File: src/rtl/riscv_pkg.sv
`default_nettype none
// ============================================================================
// riscv_pkg : shared opcodes, funct3 encodings and memory-stage FSM states
// Revision  : 1.0
// ============================================================================
package riscv_pkg;

  localparam logic [6:0] OP_LOAD  = 7'b0000011;
  localparam logic [6:0] OP_STORE = 7'b0100011;

  localparam logic [2:0] F3_LB  = 3'b000;
  localparam logic [2:0] F3_LH  = 3'b001;
  localparam logic [2:0] F3_LW  = 3'b010;
  localparam logic [2:0] F3_LD  = 3'b011;
  localparam logic [2:0] F3_LBU = 3'b100;
  localparam logic [2:0] F3_LHU = 3'b101;
  localparam logic [2:0] F3_LWU = 3'b110;

  localparam logic [2:0] F3_SB = 3'b000;
  localparam logic [2:0] F3_SH = 3'b001;
  localparam logic [2:0] F3_SW = 3'b010;
  localparam logic [2:0] F3_SD = 3'b011;

  typedef enum logic [1:0] {
    IDLE  = 2'd0,
    WAIT  = 2'd1,
    DRAIN = 2'd2
  } mem_state_t;

endpackage
`default_nettype wire

File: src/rtl/mem_load_align.sv
`default_nettype none
// ============================================================================
// mem_load_align : shifts a doubleword to its byte lane, sign/zero-extends
// Revision       : 1.0
// ============================================================================
module mem_load_align
  import riscv_pkg::*;
(
  input  logic [63:0] rdata,
  input  logic [2:0]  lane,
  input  logic [2:0]  funct3,
  output logic [63:0] result
);

  logic [63:0] w_sh;

  assign w_sh = rdata >> {lane, 3'b000};

  always_comb begin
    result = w_sh;
    case (funct3)
      F3_LB:   result = {{56{w_sh[7]}},  w_sh[7:0]};
      F3_LBU:  result = {56'd0,          w_sh[7:0]};
      F3_LH:   result = {{48{w_sh[15]}}, w_sh[15:0]};
      F3_LHU:  result = {48'd0,          w_sh[15:0]};
      F3_LW:   result = {{32{w_sh[31]}}, w_sh[31:0]};
      F3_LWU:  result = {32'd0,          w_sh[31:0]};
      default: result = w_sh;
    endcase
  end

endmodule
`default_nettype wire

File: src/rtl/mem_access.sv
`default_nettype none
// ============================================================================
// mem_access : RV64 memory-access stage with req/ack data port and timeout
// Revision   : 1.0
// ============================================================================
module mem_access
  import riscv_pkg::*;
#(
  parameter int TIMEOUT = 64
) (
  input  logic        CLK,
  input  logic        RESET,
  input  logic        MEM_V,
  input  logic        MEM_FLUSH,
  input  logic [31:0] MEM_IR,
  input  logic [63:0] MEM_SR2,
  input  logic [63:0] MEM_NPC,
  input  logic [63:0] MEM_ALU_RESULT,
  input  logic [63:0] MEM_CSRFD,
  input  logic [63:0] MEM_RFD,
  input  logic        MEM_PC_MUX,
  input  logic [4:0]  MEM_DRID,
  input  logic        MEM_ECALL,
  output logic        MEM_STALL,
  output logic        DMEM_REQ,
  output logic        DMEM_WE,
  output logic [63:0] DMEM_ADDR,
  output logic [63:0] DMEM_WDATA,
  output logic [7:0]  DMEM_WSTRB,
  input  logic        DMEM_ACK,
  input  logic [63:0] DMEM_RDATA,
  input  logic        DMEM_ERR,
  output logic        WB_V,
  output logic [63:0] WB_MEM_RESULT,
  output logic [63:0] WB_NPC,
  output logic [63:0] WB_ALU_RESULT,
  output logic [63:0] WB_CSRFD,
  output logic [63:0] WB_RFD,
  output logic [31:0] WB_IR,
  output logic        WB_PC_MUX,
  output logic [4:0]  WB_DRID,
  output logic        WB_ECALL,
  output logic        MEM_LAM,
  output logic        MEM_LAF,
  output logic        MEM_SAM,
  output logic        MEM_SAF
);

  mem_state_t  r_state;
  logic [7:0]  r_cnt;

  logic [2:0]  w_funct3;
  logic [2:0]  w_lane;
  logic [2:0]  w_align_mask;
  logic [7:0]  w_size_mask;
  logic        w_is_load, w_is_store, w_is_mem;
  logic        w_bad_f3, w_misal, w_memop, w_timeout;
  logic        w_idle, w_wait, w_drain;
  logic        w_go_wait, w_wait_end, w_mem_done, w_bus_fault, w_acc_fault, w_wb_v;
  logic [63:0] w_load_data;

  assign w_funct3   = MEM_IR[14:12];
  assign w_lane     = MEM_ALU_RESULT[2:0];
  assign w_is_load  = (MEM_IR[6:0] == OP_LOAD);
  assign w_is_store = (MEM_IR[6:0] == OP_STORE);
  assign w_is_mem   = w_is_load || w_is_store;

  always_comb begin
    w_align_mask = 3'b111;
    w_size_mask  = 8'hFF;
    case (w_funct3[1:0])
      2'b00:   begin w_align_mask = 3'b000; w_size_mask = 8'h01; end
      2'b01:   begin w_align_mask = 3'b001; w_size_mask = 8'h03; end
      2'b10:   begin w_align_mask = 3'b011; w_size_mask = 8'h0F; end
      default: begin w_align_mask = 3'b111; w_size_mask = 8'hFF; end
    endcase
  end

  assign w_bad_f3 = (w_is_load && (w_funct3 == 3'b111)) || (w_is_store && w_funct3[2]);
  assign w_misal  = w_is_mem && !w_bad_f3 && (|(w_lane & w_align_mask));
  assign w_memop  = MEM_V && !MEM_FLUSH && w_is_mem && !w_bad_f3 && !w_misal;

  assign w_idle    = (r_state == IDLE);
  assign w_wait    = (r_state == WAIT);
  assign w_drain   = (r_state == DRAIN);
  assign w_timeout = (r_cnt == 8'(TIMEOUT - 1));

  assign w_go_wait   = w_idle && w_memop && !DMEM_ACK;
  assign w_wait_end  = DMEM_ACK || w_timeout;
  assign w_mem_done  = (w_idle && w_memop && DMEM_ACK) || (w_wait && w_wait_end);
  // Without an ack the only way to finish is the timeout, which is a fault.
  assign w_bus_fault = DMEM_ACK ? DMEM_ERR : 1'b1;
  assign w_acc_fault = w_bad_f3 || (w_mem_done && w_bus_fault);
  assign w_wb_v      = (w_idle && MEM_V && !MEM_FLUSH && !w_go_wait) ||
                       (w_wait && !MEM_FLUSH && w_wait_end);

  assign MEM_STALL  = RESET && (w_go_wait || (w_wait && !w_wait_end) || w_drain);
  assign DMEM_REQ   = RESET && ((w_idle && w_memop) || w_wait || w_drain);
  assign DMEM_WE    = DMEM_REQ && w_is_store;
  assign DMEM_WSTRB = DMEM_WE ? (w_size_mask << w_lane) : 8'h00;
  assign DMEM_ADDR  = {MEM_ALU_RESULT[63:3], 3'b000};
  assign DMEM_WDATA = MEM_SR2 << {w_lane, 3'b000};

  mem_load_align u_align (
    .rdata  (DMEM_RDATA),
    .lane   (w_lane),
    .funct3 (w_funct3),
    .result (w_load_data)
  );

  always_ff @(posedge CLK or negedge RESET) begin
    if (!RESET) begin
      r_state <= IDLE;
      r_cnt   <= 8'd0;
    end else begin
      case (r_state)
        IDLE: begin
          if (w_go_wait) begin
            r_state <= WAIT;
            r_cnt   <= 8'd1;
          end
        end
        WAIT: begin
          if (w_wait_end) begin
            r_state <= IDLE;
            r_cnt   <= 8'd0;
          end else begin
            r_state <= MEM_FLUSH ? DRAIN : WAIT;
            r_cnt   <= r_cnt + 8'd1;
          end
        end
        DRAIN: begin
          if (w_wait_end) begin
            r_state <= IDLE;
            r_cnt   <= 8'd0;
          end else begin
            r_cnt   <= r_cnt + 8'd1;
          end
        end
        default: begin
          r_state <= IDLE;
          r_cnt   <= 8'd0;
        end
      endcase
    end
  end

  always_ff @(posedge CLK or negedge RESET) begin
    if (!RESET) begin
      WB_V          <= 1'b0;
      WB_MEM_RESULT <= 64'd0;
      WB_NPC        <= 64'd0;
      WB_ALU_RESULT <= 64'd0;
      WB_CSRFD      <= 64'd0;
      WB_RFD        <= 64'd0;
      WB_IR         <= 32'd0;
      WB_PC_MUX     <= 1'b0;
      WB_DRID       <= 5'd0;
      WB_ECALL      <= 1'b0;
      MEM_LAM       <= 1'b0;
      MEM_LAF       <= 1'b0;
      MEM_SAM       <= 1'b0;
      MEM_SAF       <= 1'b0;
    end else begin
      WB_V          <= w_wb_v;
      WB_MEM_RESULT <= (w_wb_v && w_is_load && w_mem_done && !w_bus_fault) ? w_load_data : 64'd0;
      WB_NPC        <= MEM_NPC;
      WB_ALU_RESULT <= MEM_ALU_RESULT;
      WB_CSRFD      <= MEM_CSRFD;
      WB_RFD        <= MEM_RFD;
      WB_IR         <= MEM_IR;
      WB_PC_MUX     <= MEM_PC_MUX;
      WB_DRID       <= MEM_DRID;
      WB_ECALL      <= MEM_ECALL;
      MEM_LAM       <= w_wb_v && w_is_load  && w_misal;
      MEM_LAF       <= w_wb_v && w_is_load  && w_acc_fault;
      MEM_SAM       <= w_wb_v && w_is_store && w_misal;
      MEM_SAF       <= w_wb_v && w_is_store && w_acc_fault;
    end
  end

endmodule
`default_nettype wire

File: config.mk
export PLATFORM = sky130hd
export DESIGN_NAME = mem_access
export DESIGN_NICKNAME = d
export VERILOG_FILES = /design/src/rtl/riscv_pkg.sv /design/src/rtl/mem_load_align.sv /design/src/rtl/mem_access.sv
export SDC_FILE = /design/constraint.sdc
export NUM_CORES = 1
export LEC_CHECK = 0
export BUFFER_PORTS_ARGS = -buffer_cell sky130_fd_sc_hd__buf_2
export CAP_MARGIN = 20
export CORE_AREA = 2 2 368 370
export DETAILED_ROUTE_END_ITERATION = 8
export DIE_AREA = 0 0 370 372
export GPL_TIMING_DRIVEN = 0
export PLACE_DENSITY = 0.31
export SYNTH_ARGS = -nofsm -noshare
export SYNTH_HDL_FRONTEND = slang
export SYNTH_SLANG_ARGS = --single-unit
File: constraint.sdc
create_clock -name CLK -period 3.7 [get_ports CLK]
set_input_delay 0.37 -clock CLK [delete_from_list [all_inputs] [get_ports CLK]]
set_output_delay 0.37 -clock CLK [all_outputs]
set_load 0.02 [all_outputs]
[Yosys cells after proc, flatten, opt, wreduce, memory -nomap -nowiden]
Cells that the tools add are included.
Storage, ports and cells
  bits in registers: 374
  input port bits: 429
  logic and storage cells: 103
Operators by class
  $add $sub $neg: 1
  equality and inequality tests: 15
  shifts and indexed selects: 3
  mux-type cells: 14
  bitwise logic cells: 1
  reduce and logical (&&, ||, !) cells: 53
Operators by type and width (number)
  $pmux W64 S6: 1
  $mux W64: 1
  $shl A64 B6 Y64: 1
  $shr A64 B6 Y64: 1
  $logic_and A1 B1 Y1: 30
  $mux W8: 3
  $pmux W8 S3: 1
  $pmux W8 S2: 1
  $eq A3 B3 Y1 const B: 4
  $logic_or A1 B1 Y1: 10
  $pmux W3 S3: 1
  $add A8 B1 Y8 const B: 1
  $eq A8 B6 Y1 const B: 1
  $mux W2: 4
  $shl A8 B3 Y8: 1
  $eq A7 B2 Y1 const B: 1
  $eq A7 B6 Y1 const B: 1
  $logic_not A1 Y1: 7
  $pmux W2 S3: 1
  $eq A2 B1 Y1 const B: 2
  $eq A2 B2 Y1 const B: 2
  $logic_not A2 Y1: 2
  $ne A2 B1 Y1 const B: 2
  $and A3 B3 Y3: 1
  other kinds (7): 7

[Logic depth before layout (Yosys ltp)]
  depth in word-level cells: 17
  depth in mapped cells: 9
  depth with buffers taken out: 7

[Modules after synthesis]
Synthesis repeated with hierarchy kept, for this count alone.
Second synthesis, totals
  cells, all modules: 1215
  area, all modules: 15419.8 um^2
Modules (own cells, without submodules)
  mem_access: times used 1, cells an instance 938, area each 13160.1 um^2, seq. area each 9359.0 um^2
  mem_load_align: times used 1, cells an instance 277, area each 2259.7 um^2, seq. area each 0.0 um^2

[Worst setup path before layout]
No wires, ideal clock.
  path type: input -> output
  start: input MEM_ALU_RESULT[0]
  end: output DMEM_WDATA[35]
  arrival time: 2190 ps
  path slack: 1140 ps
  stages on the path: 7
  cell sequence: buf_2 > buf_2 > buf_2 > buf_2 > clkbuf_1 > a21oi_1 > o21ai_0
Between the ends
  longest elaborated chain between the ends: 1
Ends and longest elaborated chain
  from (decl): RTL line mem_access.sv:18  | input logic [63:0] MEM_ALU_RESULT,
  $shl A64 B6 Y64: RTL line mem_access.sv:102  | assign DMEM_WDATA = MEM_SR2 << {w_lane, 3'b000};
  to (decl): RTL line mem_access.sv:28  | output logic [63:0] DMEM_WDATA,
Every way passes these cells.

[Final worst setup path]
  start: input MEM_ALU_RESULT[0]
  end: output DMEM_WDATA[59]
The elaborated chain is that of the path after synthesis.

==> results.txt <==
largest family of logic cells by synthesized area = multiplexers
Initial Util = 10.9%
Worst Max-Slew Pin Slew = 1.16 ns
TNS Setup = 0 ns
Die W = 370 um
critical path capture point type = output pin
post-synth top area cell = dfrtp_1
Final Critical Period = 3.54 ns
Synth Flop Type = dfrtp_1
syn avg cell area = 12.6 um2
number of synthesized flops with an enable pin = 0
top-count cell post-synth = dfrtp_1
worst-skew pair later-pin latency = 0.63 ns
total wire length = 116000 um
I/O pin cnt = 932
Hold Path Class = in -> reg
CP required = 3.33 ns
Seq/Total Area, Yosys = 64.1%
Core Area = 134000 um2
Die Y = 372 um
initial antenna violation count = 82
post-layout util = 19.7%
Synth Cell Area = 14600 um2
clk buf depth = 3
R2R Path Start = r_state[0]
Min Hold Slack = 0.132 ns
post-synth top area share = 64.1%
Post-DRT Antenna Nets = 0
worst vdd ir = 0.000301 V
Sink Count = 374
DRT iter0 DRCs = 682
number of buffers created by CTS = 50
yosys warns = 0
share of post-route cells with drive strength above 1 = 48.2%
ys async rst share = 100%
reg2reg end = WB_MEM_RESULT[31]
adder-cell share of the synthesized area = 0.429%
CTS tree = done
full die area = 138000 um2
largest net degree at the start of global routing = 91
Syn Inst Count = 1160
P&R area growth vs syn = 81.5%
critical path data arrival time = 3.17 ns
critical setup path kind = in -> out
Detail Placement HPWL = 97300 um
detailed-route vias per instance = 3.45
fmax = 282 MHz
Max Fanout on Critical Path = 10
max cap viols = 0
post-synthesis simple-gate area fraction = 8.39%
first-pass GRT wire length = 147000 um
Seq cells post-synth = 374
dpl ws = -0.326 ns
port bufs = 928
H-tree level count = 2
Routed WL per cell = 27.1 um
Total Routing Usage GR = 16.1%
setup bufs post-CTS = 0
clk root buf = clkbuf_16
final setup margin = 0.158 ns
commonest cells in the synthesized netlist = dfrtp_1 (374), a21oi_1 (118), nor2_1 (104)
Fin. Hold Viols = 0
status = complete, no violations
final setup vio count = 0
Final #Nets = 2879
RD Place Congestion = 0.798
total gr overflow = 0
non-filler cells, final = 4280
flop2flop setup slack = 0.95 ns
via count = 14700
period utilization = 95.7%
synth unique cells = 53
path depth of the worst reg2reg path = 8
startpoint types = input port
Synth Area in Compound Gates = 9.31%
filler cell count in the final layout = 15000
vias in the first global route = 15500
clock-pin slew on the worst setup and hold paths = 0.06 ns
# DRC = 0
Critical Path Source = MEM_ALU_RESULT[0]
XOR/XNOR share of the synthesized area = 0%
Cell Pwr Density = 459 nW/um2
Initial DRT Pass Iterations = 4
Leak Pwr = 12.7 nW
max-slew violations = 0
Rows = 135
placed insts = 3876
largest cells by area after synthesis = dfrtp_1 (64%), mux2i_1 (5.2%), a21oi_1 (4.0%), mux2_2 (3.9%), buf_4 (3.3%)
RSZ-0062 raised after global routing = false
worst setup path end = DMEM_WDATA[59]
multiplexer share of the synthesized area = 11.5%
Worst Skew = 0.0383 ns
Slew headroom = 21.7%
## through the flow
step | power, mW | cell area, um2
final | 12.2 | 26500
after global routing | 12.8 | 26500
after CTS | 12.5 | 26400
after detailed placement | 6.60 | 21600
after global placement | 6.60 | 21500
after floorplan | 5.44 | 14600
## repair_timing
action / 4_1_cts / 5_1_grt
endpoints found under the hold margin: 350 / 0
resized for setup: 3 / 4
endpoints found under the setup margin: 21 / 4
hold buffers: 298 / 0
## final cells by class
class                   instances  area [um2]  share of cell area, %
diodes                         14        35.0                  0.132
plain buffers                 139         862                   3.25
clock buffers                  72        1440                   5.45
clock inverters                20         368                   1.39
inverters                      13        48.8                  0.184
multi-input cells             635        4360                   16.4
flip-flops and latches        374        9360                   35.3
well taps                    1781        2230                   8.41
repair buffers               1232        7790                   29.4
## state kept, by name, indices dropped and copies added, names as in the netlist, 2 cells and up
register,cells
WB_MEM_RESULT,64
r_cnt,8
WB_IR,32
WB_ALU_RESULT,64
WB_NPC,64
WB_RFD,64
WB_CSRFD,64
WB_DRID,5
r_state,2
## cell usage in the layout, fill, tap and decap left out, drive strengths merged, types with 2 or more instances in the layout
cell type / n
nor4: 4
or2: 5
diode: 14
nand2: 45
o2bb2ai: 7
mux2: 50
dfrtp: 374
nor3: 39
nand3: 5
nor2: 104
inv: 14
bufinv: 8
o32ai: 2
and3: 6
nor3b: 2
conb: 3
a21oi: 118
mux4: 16
nand2b: 13
dlygate4sd3: 297
o31ai: 13
a31oi: 4
o211ai: 2
clkinvlp: 2
nor2b: 13
o22ai: 9
a221oi: 2
o21ai: 41
clkinv: 9
o211a: 2
a211oi: 11
clkbuf: 110
o21a: 3
ha: 5
o21bai: 7
buf: 1035
and2: 17
mux2i: 76
## kinds of logic (layout without fill, tap and decap cells)
family,count (synthesis),count (layout)
flip-flops,374,374
AND/OR/NAND/NOR,257,257
AO/OA/AOI/OAI,228,228
buffers and inverters,153,1476
multiplexers,142,142
adder cells (fa/ha/maj),5,5
other,1,17
## worst min-delay path by stage
| stage | end | cells after the start | slack, ns | startpoint |
|---|---|---|---|---|
| after floorplan | MEM_LAF | 0 | 0.07 | RESET |
| after global placement | r_cnt[7] | 1 | 0.48 | r_cnt[7] |
| after detailed placement | WB_NPC[31] | 1 | 0.34 | RESET |
| after CTS | WB_MEM_RESULT[60] | 3 | 0.07 | DMEM_RDATA[60] |
| after global routing | WB_MEM_RESULT[62] | 3 | 0.11 | DMEM_RDATA[62] |
| final | WB_MEM_RESULT[62] | 3 | 0.13 | DMEM_RDATA[62] |
## critical path, cell delays in order
cell and delay, ns:
buf_2 0.09, buf_2 0.28, buf_2 0.47, buf_2 0.44, buf_2 0.42, buf_2 0.38
a21oi_1 0.22, nand2_1 0.11, o21ai_0 0.12, buf_2 0.22
## power breakdown
group          internal, mW  total (mW)  switching, mW  leakage [nW]
clock                  3.29        5.39           2.10         0.880
combinational         0.930        2.43           1.50          7.33
sequential             4.28        4.35         0.0696          4.54
total                  8.50        12.2           3.67          12.7
## metal layers
metal | share of wire (%) | GRT usage (%) | vias to the layer above
met5 | 0.27 | 0 | -
met2 | 50 | 28.6 | 750
met1 | 36 | 17.2 | 7226
met4 | 4.0 | 5.59 | 50
li1 | - | - | 6535
met3 | 9.5 | 6.50 | 187
Power figures use the tool's default switching activity.
